### config.mk
export PLATFORM = sky130hd
export DESIGN_NAME = mem_access_flat
export DESIGN_NICKNAME = d
export VERILOG_FILES = /design/src/rtl/mem_pkg.sv /design/src/rtl/mem_if.sv /design/src/rtl/mem_load_align.sv /design/src/rtl/mem_access.sv /design/src/flat_wrapper.sv
export SDC_FILE = /design/constraint.sdc
export NUM_CORES = 1
export LEC_CHECK = 0
export CAP_MARGIN = 20
export CORE_MARGIN = 4
export CORE_UTILIZATION = 49
export DETAILED_ROUTE_END_ITERATION = 10
export GPL_ROUTABILITY_DRIVEN = 0
export PLACE_DENSITY = 0.89
export SETUP_SLACK_MARGIN = 0.05
export SLEW_MARGIN = 20
export SYNTH_ARGS = -nofsm -noshare
export SYNTH_HDL_FRONTEND = slang
export SYNTH_SLANG_ARGS = --single-unit
### constraint.sdc
create_clock -name clk -period 3.5 [get_ports clk]
set_input_delay 0.7 -clock clk [delete_from_list [all_inputs] [get_ports clk]]
set_output_delay 0.7 -clock clk [all_outputs]
set_load 0.1 [all_outputs]
### src/rtl/mem_pkg.sv
// Shared types and helpers for the memory-stage load/store unit.
// funct3 codes, FSM states, legality and store-lane functions.
package mem_pkg;

  localparam logic [2:0] F3_B  = 3'b000;
  localparam logic [2:0] F3_H  = 3'b001;
  localparam logic [2:0] F3_W  = 3'b010;
  localparam logic [2:0] F3_BU = 3'b100;
  localparam logic [2:0] F3_HU = 3'b101;

  typedef enum logic [1:0] {
    IDLE,
    REQ,
    DONE
  } mem_state_t;

  function automatic logic op_legal(
    input logic [2:0] f3,
    input logic [1:0] a,
    input logic       wr
  );
    logic ok;
    unique case (f3)
      F3_B:    ok = 1'b1;
      F3_BU:   ok = !wr;
      F3_H:    ok = !a[0];
      F3_HU:   ok = !wr && !a[0];
      F3_W:    ok = (a == 2'b00);
      default: ok = 1'b0;
    endcase
    return ok;
  endfunction

  function automatic logic [31:0] lane_wdata(
    input logic [2:0]  f3,
    input logic [31:0] d
  );
    logic [31:0] w;
    unique case (f3[1:0])
      2'b00:   w = {4{d[7:0]}};
      2'b01:   w = {2{d[15:0]}};
      default: w = d;
    endcase
    return w;
  endfunction

  function automatic logic [3:0] lane_be(
    input logic [2:0] f3,
    input logic [1:0] a
  );
    logic [3:0] be;
    unique case (f3[1:0])
      2'b00:   be = 4'b0001 << a;
      2'b01:   be = a[1] ? 4'b1100 : 4'b0011;
      default: be = 4'b1111;
    endcase
    return be;
  endfunction

endpackage

### src/rtl/mem_if.sv
// Single-outstanding request/acknowledge data-memory port.
// master = load/store unit, slave = memory.
interface mem_if;
  logic        mem_req_out;
  logic        mem_we_out;
  logic [31:0] mem_addr_out;
  logic [31:0] mem_wdata_out;
  logic [3:0]  mem_be_out;
  logic        mem_ack_in;
  logic [31:0] mem_rdata_in;

  modport master (
    output mem_req_out,
    output mem_we_out,
    output mem_addr_out,
    output mem_wdata_out,
    output mem_be_out,
    input  mem_ack_in,
    input  mem_rdata_in
  );

  modport slave (
    input  mem_req_out,
    input  mem_we_out,
    input  mem_addr_out,
    input  mem_wdata_out,
    input  mem_be_out,
    output mem_ack_in,
    output mem_rdata_in
  );
endinterface

### src/rtl/mem_load_align.sv
// Load data lane select and sign/zero extension.
// Purely combinational so a cache path can share it.
module mem_load_align
  import mem_pkg::*;
(
  input  logic [31:0] rdata,
  input  logic [1:0]  addr_lo,
  input  logic [2:0]  funct3,
  output logic [31:0] result
);

  logic [7:0]  b;
  logic [15:0] h;

  always_comb begin
    b = rdata[{addr_lo, 3'b000} +: 8];
    h = addr_lo[1] ? rdata[31:16] : rdata[15:0];
    unique case (1'b1)
      funct3 == F3_B:  result = {{24{b[7]}}, b};
      funct3 == F3_BU: result = {24'd0, b};
      funct3 == F3_H:  result = {{16{h[15]}}, h};
      funct3 == F3_HU: result = {16'd0, h};
      default:         result = rdata;
    endcase
  end

endmodule

### src/rtl/mem_access.sv
// Memory-stage load/store unit: alignment check, request FSM,
// timeout abort, store lane replication and load extension.
module mem_access
  import mem_pkg::*;
#(
  parameter int unsigned TIMEOUT = 255
) (
  input  logic        clk,
  input  logic        rst,
  input  logic        valid_in,
  input  logic        mem_read_in,
  input  logic        mem_write_in,
  input  logic [2:0]  funct3_in,
  input  logic [31:0] addr_in,
  input  logic [31:0] store_data_in,
  mem_if.master       mem,
  output logic [31:0] load_data_out,
  output logic        stall_out,
  output logic        err_out
);

  localparam logic [7:0] CNT_LAST = 8'(TIMEOUT - 1);

  mem_state_t  state_q, state_d;
  logic [7:0]  cnt_q, cnt_d;
  logic [31:0] addr_q, addr_d;
  logic [2:0]  f3_q, f3_d;
  logic        we_q, we_d;
  logic [31:0] wdata_q, wdata_d;
  logic [3:0]  be_q, be_d;
  logic [31:0] load_q, load_d;
  logic        err_q, err_d;

  logic        op;
  logic        legal;
  logic        in_idle;
  logic        in_req;
  logic        in_done;
  logic [31:0] align_data;

  mem_load_align u_align (
    .rdata   (mem.mem_rdata_in),
    .addr_lo (addr_q[1:0]),
    .funct3  (f3_q),
    .result  (align_data)
  );

  assign op      = valid_in & (mem_read_in | mem_write_in);
  assign legal   = op_legal(funct3_in, addr_in[1:0], mem_write_in);
  assign in_idle = (state_q == IDLE);
  assign in_req  = (state_q == REQ);
  assign in_done = (state_q == DONE);

  always_comb begin
    state_d = state_q;
    cnt_d   = cnt_q;
    addr_d  = addr_q;
    f3_d    = f3_q;
    we_d    = we_q;
    wdata_d = wdata_q;
    be_d    = be_q;
    load_d  = load_q;
    err_d   = err_q;
    unique case (state_q)
      IDLE: begin
        if (op && legal) begin
          state_d = REQ;
          cnt_d   = '0;
          addr_d  = addr_in;
          f3_d    = funct3_in;
          we_d    = mem_write_in;
          wdata_d = lane_wdata(funct3_in, store_data_in);
          be_d    = lane_be(funct3_in, addr_in[1:0]);
          load_d  = '0;
          err_d   = 1'b0;
        end
      end
      REQ: begin
        // ack beats the timeout when both land in the same cycle
        if (mem.mem_ack_in) begin
          state_d = DONE;
          load_d  = we_q ? '0 : align_data;
          err_d   = 1'b0;
        end else if (cnt_q == CNT_LAST) begin
          state_d = DONE;
          load_d  = '0;
          err_d   = 1'b1;
        end else begin
          cnt_d = cnt_q + 8'd1;
        end
      end
      DONE:    state_d = IDLE;
      default: state_d = IDLE;
    endcase
  end

  always_ff @(posedge clk) begin
    if (rst) begin
      state_q <= IDLE;
      cnt_q   <= '0;
      addr_q  <= '0;
      f3_q    <= '0;
      we_q    <= 1'b0;
      wdata_q <= '0;
      be_q    <= '0;
      load_q  <= '0;
      err_q   <= 1'b0;
    end else begin
      state_q <= state_d;
      cnt_q   <= cnt_d;
      addr_q  <= addr_d;
      f3_q    <= f3_d;
      we_q    <= we_d;
      wdata_q <= wdata_d;
      be_q    <= be_d;
      load_q  <= load_d;
      err_q   <= err_d;
    end
  end

  assign mem.mem_req_out   = in_req;
  assign mem.mem_we_out    = in_req & we_q;
  assign mem.mem_addr_out  =
    in_req ? {addr_q[31:2], 2'b00} : '0;
  assign mem.mem_wdata_out = in_req ? wdata_q : '0;
  assign mem.mem_be_out    = in_req ? be_q : '0;

  assign load_data_out = in_done ? load_q : '0;
  assign stall_out     = (in_idle & op & legal) | in_req;
  assign err_out       =
    (in_idle & op & ~legal) | (in_done & err_q);

endmodule

### src/flat_wrapper.sv
// flat-port wrapper written by rule: the top's interface ports become plain ports
module mem_access_flat import mem_pkg::*;
#(
  parameter int unsigned TIMEOUT = 255
)
  (clk, rst, valid_in, mem_read_in, mem_write_in, funct3_in, addr_in, store_data_in, load_data_out, stall_out, err_out, mem_mem_req_out, mem_mem_we_out, mem_mem_addr_out, mem_mem_wdata_out, mem_mem_be_out, mem_mem_ack_in, mem_mem_rdata_in);
  mem_if mem_i ();
  input  logic clk;
  input  logic rst;
  input  logic valid_in;
  input  logic mem_read_in;
  input  logic mem_write_in;
  input  logic [2:0] funct3_in;
  input  logic [31:0] addr_in;
  input  logic [31:0] store_data_in;
  output logic [31:0] load_data_out;
  output logic stall_out;
  output logic err_out;
  output wire logic [$bits(mem_i.mem_req_out)-1:0] mem_mem_req_out;
  output wire logic [$bits(mem_i.mem_we_out)-1:0] mem_mem_we_out;
  output wire logic [$bits(mem_i.mem_addr_out)-1:0] mem_mem_addr_out;
  output wire logic [$bits(mem_i.mem_wdata_out)-1:0] mem_mem_wdata_out;
  output wire logic [$bits(mem_i.mem_be_out)-1:0] mem_mem_be_out;
  input wire logic [$bits(mem_i.mem_ack_in)-1:0] mem_mem_ack_in;
  input wire logic [$bits(mem_i.mem_rdata_in)-1:0] mem_mem_rdata_in;
  assign mem_mem_req_out = mem_i.mem_req_out;
  assign mem_mem_we_out = mem_i.mem_we_out;
  assign mem_mem_addr_out = mem_i.mem_addr_out;
  assign mem_mem_wdata_out = mem_i.mem_wdata_out;
  assign mem_mem_be_out = mem_i.mem_be_out;
  assign mem_i.mem_ack_in = mem_mem_ack_in;
  assign mem_i.mem_rdata_in = mem_mem_rdata_in;
  mem_access #(.TIMEOUT(TIMEOUT)) u_core (.clk(clk), .rst(rst), .valid_in(valid_in), .mem_read_in(mem_read_in), .mem_write_in(mem_write_in), .funct3_in(funct3_in), .addr_in(addr_in), .store_data_in(store_data_in), .mem(mem_i), .load_data_out(load_data_out), .stall_out(stall_out), .err_out(err_out));
endmodule
==> out/qor.yml <==
critical_path:
  crit_buf_inv: 2
  end_kind: "output pin"
  path_cells: "clkdlybuf4s50_1, nor4_2, o2111ai_4, nand2_1, buf_12"
  critPathMaxFanout: 4
  start_kind: "primary input"
  path_delay_family: "simple AND/OR/NAND/NOR gates"
  worstPathArrival_ps: 2260
  critPathSlowestCell: "nor4_2"
  cpPeakStageDelay_ps: 580
  path_class: "in2out"
  required_ps: 2800
clock_tree:
  cts_tree: "yes"
  clk_pin_slew_ps: 60
  clkSinkCount: 115
  numCtsBuffers: 17
  cts_root_buf: "clkbuf_16"
  insertion_delay_ps: 400
  post_cts_buffers: 0
  cts_buffer_depth: 2
  cts-htree-levels: 4
  cts_resized: 0
  postCtsHoldBufs: 0
logic_synthesis:
  yosysWarnings: 0
  synth-async-reset-ratio: 0
  seq_area_frac_synth: 0.400
  yosysUniqueCellTypes: 53
  synth_top_area_frac: 0.400
  ys_top_cells_by_area: "dfxtp_1, and2_1, nand2_1"
  synth_cells: 697
  synth_edf_count: 0
  synth_flop_cell: "dfxtp_1"
  yosys-top-cells-count: "nand2_1, dfxtp_1, and2_1, a21oi_1, clkbuf_1"
  ys_seq_elements: 115
  avgSynthCellArea_um2: 8.25
  synth_top_area_cell: "dfxtp_1"
  yosysMostFrequentCell: "nand2_1"
  netlist_area_mm2: 0.00575
pwr:
  leakagePower_nw: 3.33
  powerDensity_mw_per_mm2: 458
  ir_drop_mv: 0.277
floorplan:
  start_util: 0.502
  io_pins: 209
  num_rows: 39
  die_area_mm2: 0.0135
  die_w_um: 116
  die_y_um: 116
  core_area_mm2: 0.0115
global_routing:
  grt_overflow: 0
  track_usage: 0.255
  grt_max_degree: 87
  grt_pass1_wl_mm: 27.5
  grt_pass1_vias: 5567
  antenna_found_initial: 0
sta:
  slew_headroom: 0.363
  period_minus_slack_ps: 2960
  clock_skew_ps: 5.90
  setup_violations: 0
  finalSetupTns_ps: 0
  hold_violations: 0
  max_freq_mhz: 338
  drv_slew: 0
  fin_crit_sh: 0.847
  rsz0062_at_grt: "false"
  worstMarginPinSlew_ps: 955
placed_design:
  io_buffer_count: 206
  placed_cells: 996
  dpl.hpwl_mm: 12.4
  dpl_cell_area_mm2: 0.00760
drt:
  dr.pass1.iters: 5
  wire_per_inst_um: 17.3
  viasPerCell: 5.72
  wl_mm: 17.8
  ant_nets: 0
  drc: 0
  num_vias: 5884
  drt_iter0_drc: 589
status:
  outcome: "finished, final reports clean"
layout:
  stdcell_area_mm2: 0.00827
  final_layout_size_suffix_gt1_frac: 0.188
  fillers: 854
  fin_util: 0.721
  syn2layout_area_growth_pct: 43.7
  regArea_mm2: 0.00230
  layoutNonFillerInstCount: 1029
  multiInputGateArea_mm2: 0.00318
  nets: 979
run:
  maxCapViolCount: 0
hold_path:
  hp-class: "reg2reg"
## logic make-up after synthesis
group	synth area share
compound gates	0.221
fa+ha+maj	0.00435
buf+inv	0.0529
flops	0.400
mux	0.0522
other cells	0.000652
simple gates	0.269
## worst paths after layout
check,slack (ps),start,end,cells past startpoint
setup / recovery,540,funct3_in[0],stall_out,5
hold / removal,450,u_core.addr_q[15],u_core.addr_q[15],2
setup reg to reg,800,u_core.state_q[1],u_core.load_q[28],6
hold reg to reg,450,u_core.addr_q[15],u_core.addr_q[15],2
## tightest hold or removal path, cell delays in order (launching register included)
cell and delay (ps):
dfxtp_1 300, nand2_1 50, a21oi_1 50
## registers in the layout, indices dropped and copies added (netlist names)
name,flops
u_core.wdata_q,32
u_core.state_q,2
u_core.be_q,4
u_core.we_q,1
u_core.addr_q,32
u_core.cnt_q,8
u_core.load_q,32
u_core.err_q,1
u_core.f3_q,3
## cell type report
class	count	area share
repair buffers	216	0.232
clock inverters	12	0.0247
well taps	143	0.0216
diodes	1	0.000303
flip-flops and latches	115	0.279
multi-input cells	515	0.385
inverters	7	0.00318
clock buffers	20	0.0552
## per-layer routing
metal / part of all wire / track usage / vias to the layer above
li1: - / - / 2785
met1: 0.39 / 0.315 / 2769
met2: 0.49 / 0.431 / 293
met3: 0.088 / 0.0523 / 37
met4: 0.028 / 0.107 / 0
met5: 0 / 0 / -
## stage by stage
| stage | worst slack, ps | power (mW) | hold WS (ps) |
|---|---|---|---|
| 3_3_place_gp | 485 | 1.87 | 435 |
| 4_1_cts | 540 | 3.79 | 452 |
| 6_report | 537 | 3.79 | 450 |
| 2_1_floorplan | 236 | 1.68 | 424 |
| 3_5_place_dp | 405 | 1.89 | 443 |
| 5_1_grt | 449 | 3.90 | 467 |
## placed cells by master (no fill, tap or decap), types with 4 or more instances in the layout
cell and n:
o22ai_1 7, clkdlybuf4s50_1 103, a221o_1 9, o21ai_0 14
and2_1 101, inv_1 5, clkbuf_16 17, mux2i_1 24
nand2b_1 17, a211oi_2 7, a211oi_1 5, or3_1 4
dfxtp_1 114, a21oi_1 60, a22o_1 6, a311oi_1 11
nand3_1 11, a221oi_1 6, a211o_1 7, o211ai_1 10
a32o_1 9, bufinv_16 5, nor2_1 32, buf_4 109
and3_1 9, a2111oi_0 7, nand2_1 123
## power breakdown
| part | internal, mW | leakage [nW] | switching (mW) |
|---|---|---|---|
| clock network | 1.30 | 0.312 | 0.616 |
| registers | 1.36 | 0.933 | 0.0293 |
| logic | 0.208 | 2.08 | 0.274 |
Power figures use the tool's default switching activity.
==> RTL edit 1: new RTL, config.mk and constraints unchanged <==
Make the reset (`rst`) asynchronous in one clocked block.
--- a/src/rtl/mem_access.sv
+++ b/src/rtl/mem_access.sv
@@ -96,3 +96,3 @@
 
-  always_ff @(posedge clk) begin
+  always_ff @(posedge clk or posedge rst) begin
     if (rst) begin
Behaviour: differs if rst is asserted again (counterexample within 4 cycles, from zero or initial values and one cycle with rst high); with rst held inactive, the same outputs for 4 cycles.
==> RTL edit 1 against the original RTL <==
- sequential cell count stayed put
- critical path depth up 1
- area after synthesis increased by 6.9%
- via count grew 0.25%
- first-iteration DRC count is 14% higher
- die area up 6.4%
- worst setup slack got worse by 0.24 ns
- synthesized cell count is 2.0% lower
- final area is 19% higher
- routed wire length up 12%
- global-route usage rose by 2.8 points
Power is not compared: it rests on default switching activity, and its combinational part moved more than twofold at a synthesized area within 25%.
==> RTL edit 1: results (changes against the original RTL) <==
holdWs_ns: 0.4641  # +0.01375 ns
clkbuf_count: 28  # +40%
synth_cell_types: 50  # -5.7%
hold_end: "u_core.addr_q[15]"
vias: 5899  # +0.25%
startpoint: "mem_write_in"
met3WireLength_um: 1768  # +12%
grt_util_all_layers_pct: 28.32  # +2.8 points
stdcell_count: 1057  # +2.7%
route.met2.wl_um: 9950  # +13%
synth_commonest_cells: "160 x nand2_1, 115 x dfrtp_1, 101 x and2_1"
status: "finished, final reports clean"
reg2reg_to: "u_core.load_q[0]"
worstSetupEndpoint: "err_out"
yosysSeqAreaShare_pct: 46.81  # +6.8 points
dp_hpwl_um: 13760  # +11%
arrival_ns: 2.50  # +0.24 ns
ys.flop_type: "dfrtp_1"
first_iter_violations: 673  # +14%
nNonClkBuffers: 219  # +1.4%
worst_pin_slew_ns: 1.011  # +0.05540 ns
num-fill-cells: 672  # -21%
multi_input_area_share_pct: 30.08  # -8.4 points
met2_usage_pct: 46.15  # +3.0 points
reg2regPathDepth: 4  # -2
final_nets: 983  # +0.41%
clkLatencyLatePin_ns: 0.42  # +0.02 ns
grtUsageMet1_pct: 34.38  # +2.9 points
timing.rr.start: "u_core.f3_q[1]"
clkCellAreaFrac_pct: 5.562  # -2.4 points
crit_path_max_incr_delay_ns: 0.71  # +0.13 ns
placedCellCount: 1025  # +2.9%
grt_pass1_wl_um: 31730  # +15%
slowest_stage: "o21ai_0"
syn_inst: 683  # -2.0%
num-nonclk-inverters: 8  # +1
[RTL edit 1: power breakdown]
group,internal (mW),total [mW],switching [mW]
combinational,0.782,2.01,1.23
sequential,1.69,1.96,0.261
clock,1.01,1.59,0.578
[RTL edit 1: logic make-up (layout without fill, tap and decap cells)]
family | Yosys count | count (layout) | synth area share [%]
XOR/XNOR | 2 | 2 | 0.2850
adder cells (fa/ha/maj) | 2 | 2 | 0.4070
multiplexers | 28 | 28 | 4.763
flip-flops | 115 | 115 | 46.81
AND/OR/NAND/NOR | 329 | 329 | 25.89
other | 1 | 2 | 0.06100
AO/OA/AOI/OAI | 152 | 152 | 16.61
buffers and inverters | 54 | 259 | 5.170
[RTL edit 1: per-stage QoR]
step	power, mW	worst slack (ns)	area [um^2]
after global placement	3.862	0.4097	9284
after CTS	5.573	0.3052	9831
final	5.557	0.2987	9831
after global routing	5.823	0.1882	9831
after detailed placement	3.943	0.3579	9284
after floorplan	3.214	0.4214	6156
==> RTL edit 2: new RTL, config.mk and constraints unchanged <==
Made on the original files. `TIMEOUT` is set to 255 in 2 places; all go to 127.
--- a/src/rtl/mem_access.sv
+++ b/src/rtl/mem_access.sv
@@ -5,3 +5,3 @@
 #(
-  parameter int unsigned TIMEOUT = 255
+  parameter int unsigned TIMEOUT = 127
 ) (
--- a/src/flat_wrapper.sv
+++ b/src/flat_wrapper.sv
@@ -3,3 +3,3 @@
 #(
-  parameter int unsigned TIMEOUT = 255
+  parameter int unsigned TIMEOUT = 127
 )
Function: same outputs for any inputs over 4 cycles, from zero or initial values and one cycle with rst high; that may be too few to reach the edited logic, so the function may still have changed.
==> RTL edit 2 against the original RTL <==
- die area down 0.70%
- count of clock-buffer cells in the layout up 4
- sequential cell count unchanged
- global-route usage about the same
- area after synthesis shrank 0.74%
- sequential power about the same
- worst setup slack improved by 0.036 ns
- core utilization is 0.086 points lower
- critical path depth unchanged
- final area is 0.54% lower
- routed wire length shrank 1.7%
- power down 0.79%
- sequential share of layout area is 0.15 points higher
==> RTL edit 2: results (changes against the original RTL) <==
antenna_found_initial: 0  # unchanged
arrival_ns: 2.23  # -0.03 ns
synth_cell_types: 52  # -1.9%
vias: 5820  # -1.1%
top_regs: "u_core.addr_q (32), u_core.load_q (32), u_core.wdata_q (32)"
cts_resized: 0  # unchanged
period_share_pct: 83.63  # -1.0 points
holdWs_ns: 0.4493  # -0.001099 ns
slew-limit-headroom_pct: 39.12  # +2.8 points
htreeDepth: 4  # unchanged
firstDrtPassIters: 6  # +1
async_flop_share_pct: 0  # unchanged
layout-drive-gt1-share_pct: 17.95  # -0.81 points
synthMuxAreaShare_pct: 5.260  # +0.039 points
synth_xor_area_share_pct: 0  # unchanged
clk_path_buf_depth: 2  # unchanged
ys.flop_type: "dfxtp_1"
hold_violations: 0  # unchanged
cts_setup_buffers: 0  # unchanged
grt_util_all_layers_pct: 25.48  # about the same
hold_end: "u_core.addr_q[26]"
placedCellCount: 997  # +0.10%
grt_pass1_vias: 5549  # -0.32%
via_per_inst: 5.656  # -1.1%
yosys-top-cells-area: "dfxtp_1 40%, and2_1 11%, nand2_1 8.0%"
place_ws_ns: 0.5530  # +0.1476 ns
clkLatencyLatePin_ns: 0.41
timing.rr.start: "u_core.state_q[1]"
synth_commonest_cells: "121 x nand2_1, 115 x dfxtp_1, 101 x and2_1"
regToRegSetupSlack_ns: 1.12  # +0.32 ns
grt_pass1_wl_um: 27380  # -0.40%
yosysSeqAreaShare_pct: 40.32  # +0.30 points
placed_cell_area_mm2: 0.007565  # -0.51%
reg2regPathDepth: 6  # unchanged
status: "finished, final reports clean"
first_iter_violations: 603  # +2.4%
grt_max_degree: 94  # +8.0%
port_buffers: 206  # unchanged
syn-mean-instance-area_um2: 8.191  # -0.74%
finClkSkew_ns: 0.006365  # +0.0004641 ns
synthAdderAreaFrac_pct: 0.4383  # +0.0032 points
ir_drop_v: 0.0002740  # -1.2%
yosysWarnings: 0  # unchanged
synth-compound-area-share_pct: 21.67  # -0.43 points
final_cell_area_mm2: 0.008223  # -0.54%
clk_pin_slew_ns: 0.05
dp_hpwl_um: 12180  # -2.0%
hold_path_startpoint: "u_core.addr_q[26]"
final_nets: 980  # +0.10%
internal-power_mw: 2.865  # about the same
power.leakage_nw: 3.304  # -0.65%
antennaDiodeCount: 0  # -1
min_path_cells: 2  # unchanged
cp_max_fo: 3  # -1
num-fill-cells: 864  # +1.2%
wl_um: 17510  # -1.7%
reg2reg_to: "u_core.load_q[30]"
RTL edit 2: changes by cell type after synthesis, moves of 2 or more:
cell      change
a211oi_2      -7
nand2_1       -2
a211oi_1      +7
buf_2         +2
RTL edit 2: area by class of cell:
class	instances	share of cell area, %
clock buffer	24	6.223
clock inverter	8	1.765
inverter	7	0.3195
multi-input combinational	516	38.22
sequential	115	28.01
tap	143	2.176
timing repair buffer	216	23.28
RTL edit 2: layer usage:
layer / global-route usage (%) / up-vias / wire, um
li1: - / 2795 / -
met4: 8.971 / 0 / 426
met2: 43.92 / 260 / 8745
met5: 0 / - / 0
met3: 6.893 / 36 / 1480
met1: 30.58 / 2729 / 6853
RTL edit 2: power groups by stage:
| stage | combinational [mW] | sequential, mW | clock, mW |
|---|---|---|---|
| floorplan | 0.271 | 1.40 | 0 |
| global placement | 0.455 | 1.41 | 0 |
| detailed placement | 0.466 | 1.41 | 0 |
| CTS | 0.470 | 1.39 | 1.91 |
| global route | 0.507 | 1.39 | 1.98 |
| finish | 0.471 | 1.39 | 1.90 |
RTL edit 2: how the worst max path moves through the flow:
stage,to,cells past startpoint
finish,stall_out,5
global route,stall_out,5
CTS,stall_out,5
detailed placement,u_core.load_q[6],6
global placement,stall_out,5
floorplan,mem_mem_addr_out[23],5
RTL edit 2: worst max-delay path: stages:
cell	delay, ns
clkdlybuf4s50_1	0.49
nor4_2	0.55
o2111ai_4	0.15
nand2_1	0.15
buf_12	0.19
